### config.mk
export PLATFORM = sky130hd
export DESIGN_NAME = ram_port_arbiter
export DESIGN_NICKNAME = d
export VERILOG_FILES = /design/src/rtl/ram_arb_pkg.sv /design/src/rtl/ram_port_arbiter_rr_arb2.sv /design/src/rtl/ram_port_arbiter.sv
export SDC_FILE = /design/constraint.sdc
export NUM_CORES = 1
export LEC_CHECK = 0
export ABC_AREA = 1
export CORE_MARGIN = 1
export CORE_UTILIZATION = 31
export DETAILED_ROUTE_END_ITERATION = 12
export PLACE_DENSITY_LB_ADDON = 0.15
export SYNTH_ARGS = -nofsm -noshare
export SYNTH_HDL_FRONTEND = slang
export SYNTH_SLANG_ARGS = --single-unit
### constraint.sdc
create_clock -name clk -period 1.4 [get_ports clk]
set_input_delay 0.35 -clock clk [delete_from_list [all_inputs] [get_ports clk]]
set_output_delay 0.35 -clock clk [all_outputs]
set_load 0.01 [all_outputs]
### src/rtl/ram_arb_pkg.sv
// Shared definitions for the scratch-RAM port arbiter: state encoding,
// default geometry and requester port indices.
package ram_arb_pkg;

  localparam int unsigned A_DEFAULT   = 4;
  localparam int unsigned D_DEFAULT   = 4;

  localparam int unsigned PORT_SOLVER = 0;
  localparam int unsigned PORT_HOST   = 1;

  typedef enum logic {
    ST_CLEAR = 1'b0,
    ST_RUN   = 1'b1
  } arb_state_e;

endpackage

### src/rtl/ram_port_arbiter_rr_arb2.sv
// Two-request round-robin arbiter: one-hot grant, ties go to the port that
// was not granted most recently.
module rr_arb2
  import ram_arb_pkg::*;
(
  input  logic       clk,
  input  logic       rst_n,
  input  logic       en,
  input  logic [1:0] req,
  output logic [1:0] gnt
);

  // last_q names the port granted most recently; reset value lets the solver win the first tie
  logic last_q;
  logic last_d;

  always_comb begin
    gnt = '0;
    if (en) begin
      if (req[PORT_SOLVER] && req[PORT_HOST]) begin
        gnt = last_q ? 2'b01 : 2'b10;
      end else begin
        gnt = req;
      end
    end

    last_d = last_q;
    if (gnt[PORT_SOLVER]) begin
      last_d = 1'b0;
    end else if (gnt[PORT_HOST]) begin
      last_d = 1'b1;
    end
  end

  always_ff @(posedge clk or negedge rst_n) begin
    if (!rst_n) begin
      last_q <= 1'b1;
    end else begin
      last_q <= last_d;
    end
  end

endmodule

### src/rtl/ram_port_arbiter.sv
// Shares a single-port async-read RAM between the solver (port 0) and host
// (port 1). Define RAM_CLEAR_EN to zero the RAM after reset before serving requests.
module ram_port_arbiter
  import ram_arb_pkg::*;
#(
  parameter int unsigned A = A_DEFAULT,
  parameter int unsigned D = D_DEFAULT
) (
  input  logic         clk,
  input  logic         rst_n,
  input  logic         req0_valid,
  input  logic         req0_we,
  input  logic [A-1:0] req0_addr,
  input  logic [D-1:0] req0_wdata,
  output logic         req0_ready,
  output logic         req0_rvalid,
  output logic [D-1:0] req0_rdata,
  input  logic         req1_valid,
  input  logic         req1_we,
  input  logic [A-1:0] req1_addr,
  input  logic [D-1:0] req1_wdata,
  output logic         req1_ready,
  output logic         req1_rvalid,
  output logic [D-1:0] req1_rdata,
  output logic [A-1:0] ram_addr,
  output logic [D-1:0] ram_din,
  output logic         ram_we,
  input  logic [D-1:0] ram_dout,
  output logic         busy
);

  logic         clearing;
  logic [A-1:0] clr_addr;
  logic         arb_en;
  logic [1:0]   gnt;

`ifdef RAM_CLEAR_EN
  arb_state_e   state_q, state_d;
  logic [A-1:0] clr_addr_q, clr_addr_d;

  always_comb begin
    state_d    = state_q;
    clr_addr_d = clr_addr_q;
    if (state_q == ST_CLEAR) begin
      clr_addr_d = clr_addr_q + 1'b1;
      if (clr_addr_q == '1) begin
        state_d = ST_RUN;
      end
    end
  end

  always_ff @(posedge clk or negedge rst_n) begin
    if (!rst_n) begin
      state_q    <= ST_CLEAR;
      clr_addr_q <= '0;
    end else begin
      state_q    <= state_d;
      clr_addr_q <= clr_addr_d;
    end
  end

  assign clearing = (state_q == ST_CLEAR);
  assign clr_addr = clr_addr_q;
`else
  assign clearing = 1'b0;
  assign clr_addr = '0;
`endif

  // Grants are combinational from valid, so gate on rst_n to keep ready low while reset is held
  assign arb_en = rst_n & ~clearing;
  assign busy   = clearing;

  rr_arb2 u_rr_arb2 (
    .clk   (clk),
    .rst_n (rst_n),
    .en    (arb_en),
    .req   ({req1_valid, req0_valid}),
    .gnt   (gnt)
  );

  assign req0_ready = gnt[PORT_SOLVER];
  assign req1_ready = gnt[PORT_HOST];

  always_comb begin
    ram_addr = '0;
    ram_din  = '0;
    ram_we   = 1'b0;
    if (clearing) begin
      ram_addr = clr_addr;
      ram_we   = 1'b1;
    end else if (gnt[PORT_SOLVER]) begin
      ram_addr = req0_addr;
      ram_din  = req0_wdata;
      ram_we   = req0_we;
    end else if (gnt[PORT_HOST]) begin
      ram_addr = req1_addr;
      ram_din  = req1_wdata;
      ram_we   = req1_we;
    end
  end

  logic         rvalid0_q, rvalid0_d;
  logic         rvalid1_q, rvalid1_d;
  logic [D-1:0] rdata0_q, rdata0_d;
  logic [D-1:0] rdata1_q, rdata1_d;

  always_comb begin
    rvalid0_d = gnt[PORT_SOLVER] & ~req0_we;
    rvalid1_d = gnt[PORT_HOST] & ~req1_we;
    rdata0_d  = rvalid0_d ? ram_dout : rdata0_q;
    rdata1_d  = rvalid1_d ? ram_dout : rdata1_q;
  end

  always_ff @(posedge clk or negedge rst_n) begin
    if (!rst_n) begin
      rvalid0_q <= 1'b0;
      rvalid1_q <= 1'b0;
      rdata0_q  <= '0;
      rdata1_q  <= '0;
    end else begin
      rvalid0_q <= rvalid0_d;
      rvalid1_q <= rvalid1_d;
      rdata0_q  <= rdata0_d;
      rdata1_q  <= rdata1_d;
    end
  end

  assign req0_rvalid = rvalid0_q;
  assign req1_rvalid = rvalid1_q;
  assign req0_rdata  = rdata0_q;
  assign req1_rdata  = rdata1_q;

endmodule

### Word level (Yosys, flattened, before mapping)

Index checks and enable logic that the tools add are counted.

* bitwise logic cells: 4
* $lt $le $gt $ge: 0
* $add $sub $neg: 0
* mux-type cells: 11
* $mul: 0
* reductions and logical operators: 2
* equal/unequal tests: 0
* div/mod/pow operators: 0
* shifts and indexed selects: 0

Operators with widths (number)
* 4-bit 2-to-1 mux: 4
* 2-bit 2-to-1 mux: 3
* 1-bit 2-to-1 mux: 4
* 1-bit AND: 2
* 1-bit NOT: 2
* 2-bit nonzero test: 1
* 1-bit logical AND: 1

* output and inout bits: 22
* ROM bits: 0
* memories kept: 0
* flip-flop bits (word level): 11
* logic and storage cells: 22
* latch bits: 0
* bits in writable memories: 0
* input bits: 26

### Depth between registers and ports, before layout

* depth after elaboration: 5
* mapped depth: 6
* mapped depth without buffers: 6

### By module

Synthesis repeated with hierarchy kept, for this count alone.

* cells, all modules: 84
* area, all modules: 598.1 um^2

By module, submodules not included
* ram_port_arbiter: cells an instance 72, area an instance 524.3 um^2, instances 1, seq. area each 250.2 um^2
* rr_arb2: cells an instance 12, area an instance 73.8 um^2, instances 1, seq. area each 26.3 um^2

### Least setup slack after synthesis

Ideal clock, no wire load.

* path type: flip-flop to output port
* start: register u_rr_arb2.last_q
* end: output ram_addr[0]
* stages on the path, launching flop included: 7
* slack: 0.040 ns
* data arrival time: 1.010 ns
* buffers on the path: 0
* data required time: 1.050 ns
* cells stage by stage: dfstp_2 > inv_1 > nand2_2 > nand2_2 > inv_2 > nand2_1 > nand2_1

* elaborated cells on any way between the ends: 5
* those cells by class: mux (5)

RTL lines
* start: declaration: line ram_port_arbiter_rr_arb2.sv:14 `logic last_q;`
* start signal: assignment: line ram_port_arbiter_rr_arb2.sv:39 `last_q <= last_d;`
* 2-bit 2-to-1 mux: line ram_port_arbiter_rr_arb2.sv:21 `gnt = last_q ? 2'b01 : 2'b10;`
* 2-bit 2-to-1 mux: line ram_port_arbiter_rr_arb2.sv:20 `if (req[PORT_SOLVER] && req[PORT_HOST]) begin`
* 2-bit 2-to-1 mux: line ram_port_arbiter_rr_arb2.sv:19 `if (en) begin`
* via req0_ready: line ram_port_arbiter.sv:15 `output logic req0_ready,`
* 4-bit 2-to-1 mux: line ram_port_arbiter.sv:91 `end else if (gnt[PORT_SOLVER]) begin`
* end: declaration: line ram_port_arbiter.sv:25 `output logic [A-1:0] ram_addr,`

The timed path passes the listed nets, and every way through them passes these cells.

### Final worst setup path

* start: register u_rr_arb2.last_q
* end: output ram_we

* cells in the longest elaborated chain, start to end: 5

Ends and longest elaborated chain
* 2-bit 2-to-1 mux (*): line ram_port_arbiter_rr_arb2.sv:21
* 2-bit 2-to-1 mux (*): line ram_port_arbiter_rr_arb2.sv:20
* 2-bit 2-to-1 mux (*): line ram_port_arbiter_rr_arb2.sv:19
* 1-bit 2-to-1 mux: line ram_port_arbiter.sv:95 `end else if (gnt[PORT_HOST]) begin`
* 1-bit 2-to-1 mux (*): line ram_port_arbiter.sv:91
* end: declaration: line ram_port_arbiter.sv:27 `output logic ram_we,`

Every way passes the cells marked *; elsewhere a longest branch is shown, timed or not.

==> reports/results.tsv <==
stage	metric	value	unit
pwr	clkPwrFrac	22.0	%
layout	multi_input_area	321.6	µm²
floorplan	die_area	2096	µm²
clock_network	clkSlewWorstSetupHoldPaths	70	ps
clock_network	cts_tree	yes	
global_routing	grt_pass1_wl	3367	µm
layout	mostFrequentLayoutCell	nand2_1	
synth	ys_seq_elements	11	
floorplan	core	1764	µm²
layout	area_delta_synth_final	108.8	%
synth	ys.warnings.count	0	
sta	rsz0062_at_grt	true	
critical_path	crit_fanout	4	
run_status	violations	setup timing	
critical_path	reg2reg_slack	190	ps
critical_path	path_cells	nand2_2 -> inv_4 -> nor2_4 -> buf_6 -> nand2_1 -> nand2_1 -> buf_6	
sta	max_freq	573.1	MHz
sta	final_max_slew_viol_count	0	
floorplan	die_h	45.79	µm
critical_path	r2r_cells	7	
routing	route.detailed.drc	0	
sta	worst_clock_skew	1.295	ps
critical_path	critical_path_class	flip-flop to output port	
clock_network	cts_made_buffers	3	
layout	fill_cells	163	
critical_path	arrival	1390	ps
floorplan	row_count	15	
place	gp_congestion	0.7787	
pwr	p_per_area	829.7	nW/µm²
synth	syn_area_per_cell	7.160	µm²
critical_path	cpPeakStageDelay	560	ps
sta	hold_ws	239.8	ps
global_routing	grt_max_degree	11	
pwr	p_leak	0.6946	nW
critical_path	r2r-start	u_rr_arb2.last_q$_DFFE_PN1P_	
pwr	p_switching	0.3316	mW
clock_network	ctsHtreeMaxLevel	1	
sta	finalCritPeriodShare	124.6	%
global_routing	grt_pass1_vias	764	
place	dp_hpwl	1454	µm
run_status	status	finished with violations	
layout	final_cell_mix	39 x nand2_1, 22 x clkdlybuf4s50_1, 13 x dlygate4sd2_1	
routing	dr_total_vias	777	
sta	finalWorstSetupSlack	-345.0	ps
layout	final_util	70.35	%
global_routing	antenna_found_initial	0	
clock_network	root_buffer	clkbuf_4	
place	place_ws	-890.6	ps
synth	netlist_area	594.3	µm²
pwr	switching_share	32.20	%
routing	wl_per_cell	11.84	µm
sta	min_period	1745	ps
floorplan	start_util	33.69	%
clock_network	cts_hold_buffers	0	
place	port_buffers	46	
critical_path	crit_slowest_cell	dfstp_2	
critical_path	timing.rr.end	req0_rdata[2]$_DFFE_PN0P_	
synth	postSynthCellCount	83	
clock_network	clk_latency	280	ps
global_routing	grtUsageTotal	23.66	%
sta	timing.setup.tns	-3216	ps
routing	avgViaCountPerCell	4.491	
routing	drt_iter0_drc	13	
synth	yosysUniqueCellTypes	13	
pwr	ir_drop	0.4898	mV
pwr	internal_power	0.6983	mW
layout	diodes	0	
global_routing	overflow	0	
layout	final-seq-area	276.5	µm²
routing	wl	2049	µm
floorplan	die_w	45.79	µm
synth	yosysSeqAreaShare	46.53	%
sta	setup_viol	11	
critical_path	critPathRequiredTime	1050	ps
sta	hold_violations	0	
clock_network	clock_sinks	11	
floorplan	io_pins	48	
min_path	min_path_type	input port to async pin	
layout	fin_nets	175	
layout	drive_gt1_share	31.76	%
pwr	seqPwrFrac	38.9	%
pwr	p_total	1.030	mW
routing	dr.pass1.iters	4	
critical_path	startpoint_type	flip-flop	
job	cap_violations	0	
critical_path	end_kind	output port	
synth	synth_nets	109	
clock_network	cts_max_path_buffers	2	
routing	ant_nets	0	
pwr	p_comb_share	39.1	%
==> cell usage after synthesis (all sizes together) <==
| cell | n | area share (%) |
|---|---|---|
| nand2 | 48 | 32 |
| dfrtp | 10 | 42 |
| inv | 10 | 6.3 |
| nand4 | 8 | 8.4 |
| nand3 | 2 | 2.5 |
| buf | 1 | 1.3 |
| conb | 1 | 0.63 |
| dfstp | 1 | 4.4 |
| nor2 | 1 | 1.9 |
| o21ai | 1 | 0.84 |
==> worst max path at each step <==
stage                            startpoint     endpoint  slack [ps]  depth (start not counted)
2_1_floorplan  u_rr_arb2.last_q$_DFFE_PN1P_  ram_addr[0]          40                          6
6_report       u_rr_arb2.last_q$_DFFE_PN1P_       ram_we        -340                          7
3_3_place_gp                          rst_n   ram_din[0]        -880                          6
5_1_grt        u_rr_arb2.last_q$_DFFE_PN1P_       ram_we        -400                          7
3_5_place_dp                          rst_n   ram_din[0]        -890                          6
4_1_cts        u_rr_arb2.last_q$_DFFE_PN1P_  ram_addr[0]        -320                          7
==> cells by family (layout without fill, tap and decap cells) <==
| group | Yosys count | in the layout | share of synthesized area (%) |
|---|---|---|---|
| AND/OR/NAND/NOR | 59 | 60 | 44.42 |
| flip-flops | 11 | 11 | 46.53 |
| buffers and inverters | 11 | 75 | 7.580 |
| other | 1 | 1 | 0.6310 |
| AO/OA/AOI/OAI | 1 | 1 | 0.8413 |
==> layer usage <==
metal	wire length [µm]	part of all wire, %	up-vias	global-route usage, %
met2	1052	51	24	40.00
li1	-	-	387	-
met3	86	4.2	7	5.952
met5	0	0	-	0
met1	859	42	359	28.08
met4	50	2.4	0	10.59
==> through the flow <==
step,std cells,instance area [µm²]
2_1_floorplan,83,594.3
3_3_place_gp,162,1146
3_5_place_dp,162,1146
4_1_cts,177,1247
5_1_grt,173,1241
6_report,173,1241
==> registers in the layout, summed over array words and instances, names as in the netlist <==
register / cells
req1_rvalid: 1
req1_rdata: 4
req0_rvalid: 1
u_rr_arb2.last_q: 1
req0_rdata: 4
==> worst max-delay path, delay by kind of cell (launching register included) <==
family,cells,cell delay (ps)
buffers and inverters,3,310
and+or+nand+nor,4,240
DFF,1,560
==> power groups by stage <==
stage / logic (mW) / registers (mW) / clock network (mW)
floorplan: 0.111 / 0.430 / 0
global placement: 0.389 / 0.404 / 0
detailed placement: 0.395 / 0.407 / 0
CTS: 0.407 / 0.400 / 0.231
global route: 0.441 / 0.406 / 0.245
finish: 0.402 / 0.400 / 0.227
==> cell type report <==
type | count | area share [%]
Clock buffer | 4 | 2.117
Inverter | 10 | 3.427
Timing Repair Buffer | 60 | 43.15
Multi-Input combinational cell | 62 | 25.91
Sequential cell | 11 | 22.28
Timing Repair inverter | 1 | 0.6048
Tap cell | 25 | 2.520
==> what timing repair did <==
action	4_1_cts	5_1_grt
gates cloned	2	0
pin swaps	8	4
buffers inserted	9	1
resized for setup	70	7
setup endpoints to repair	21	16
No activity file was read; power rests on OpenSTA's default activity.
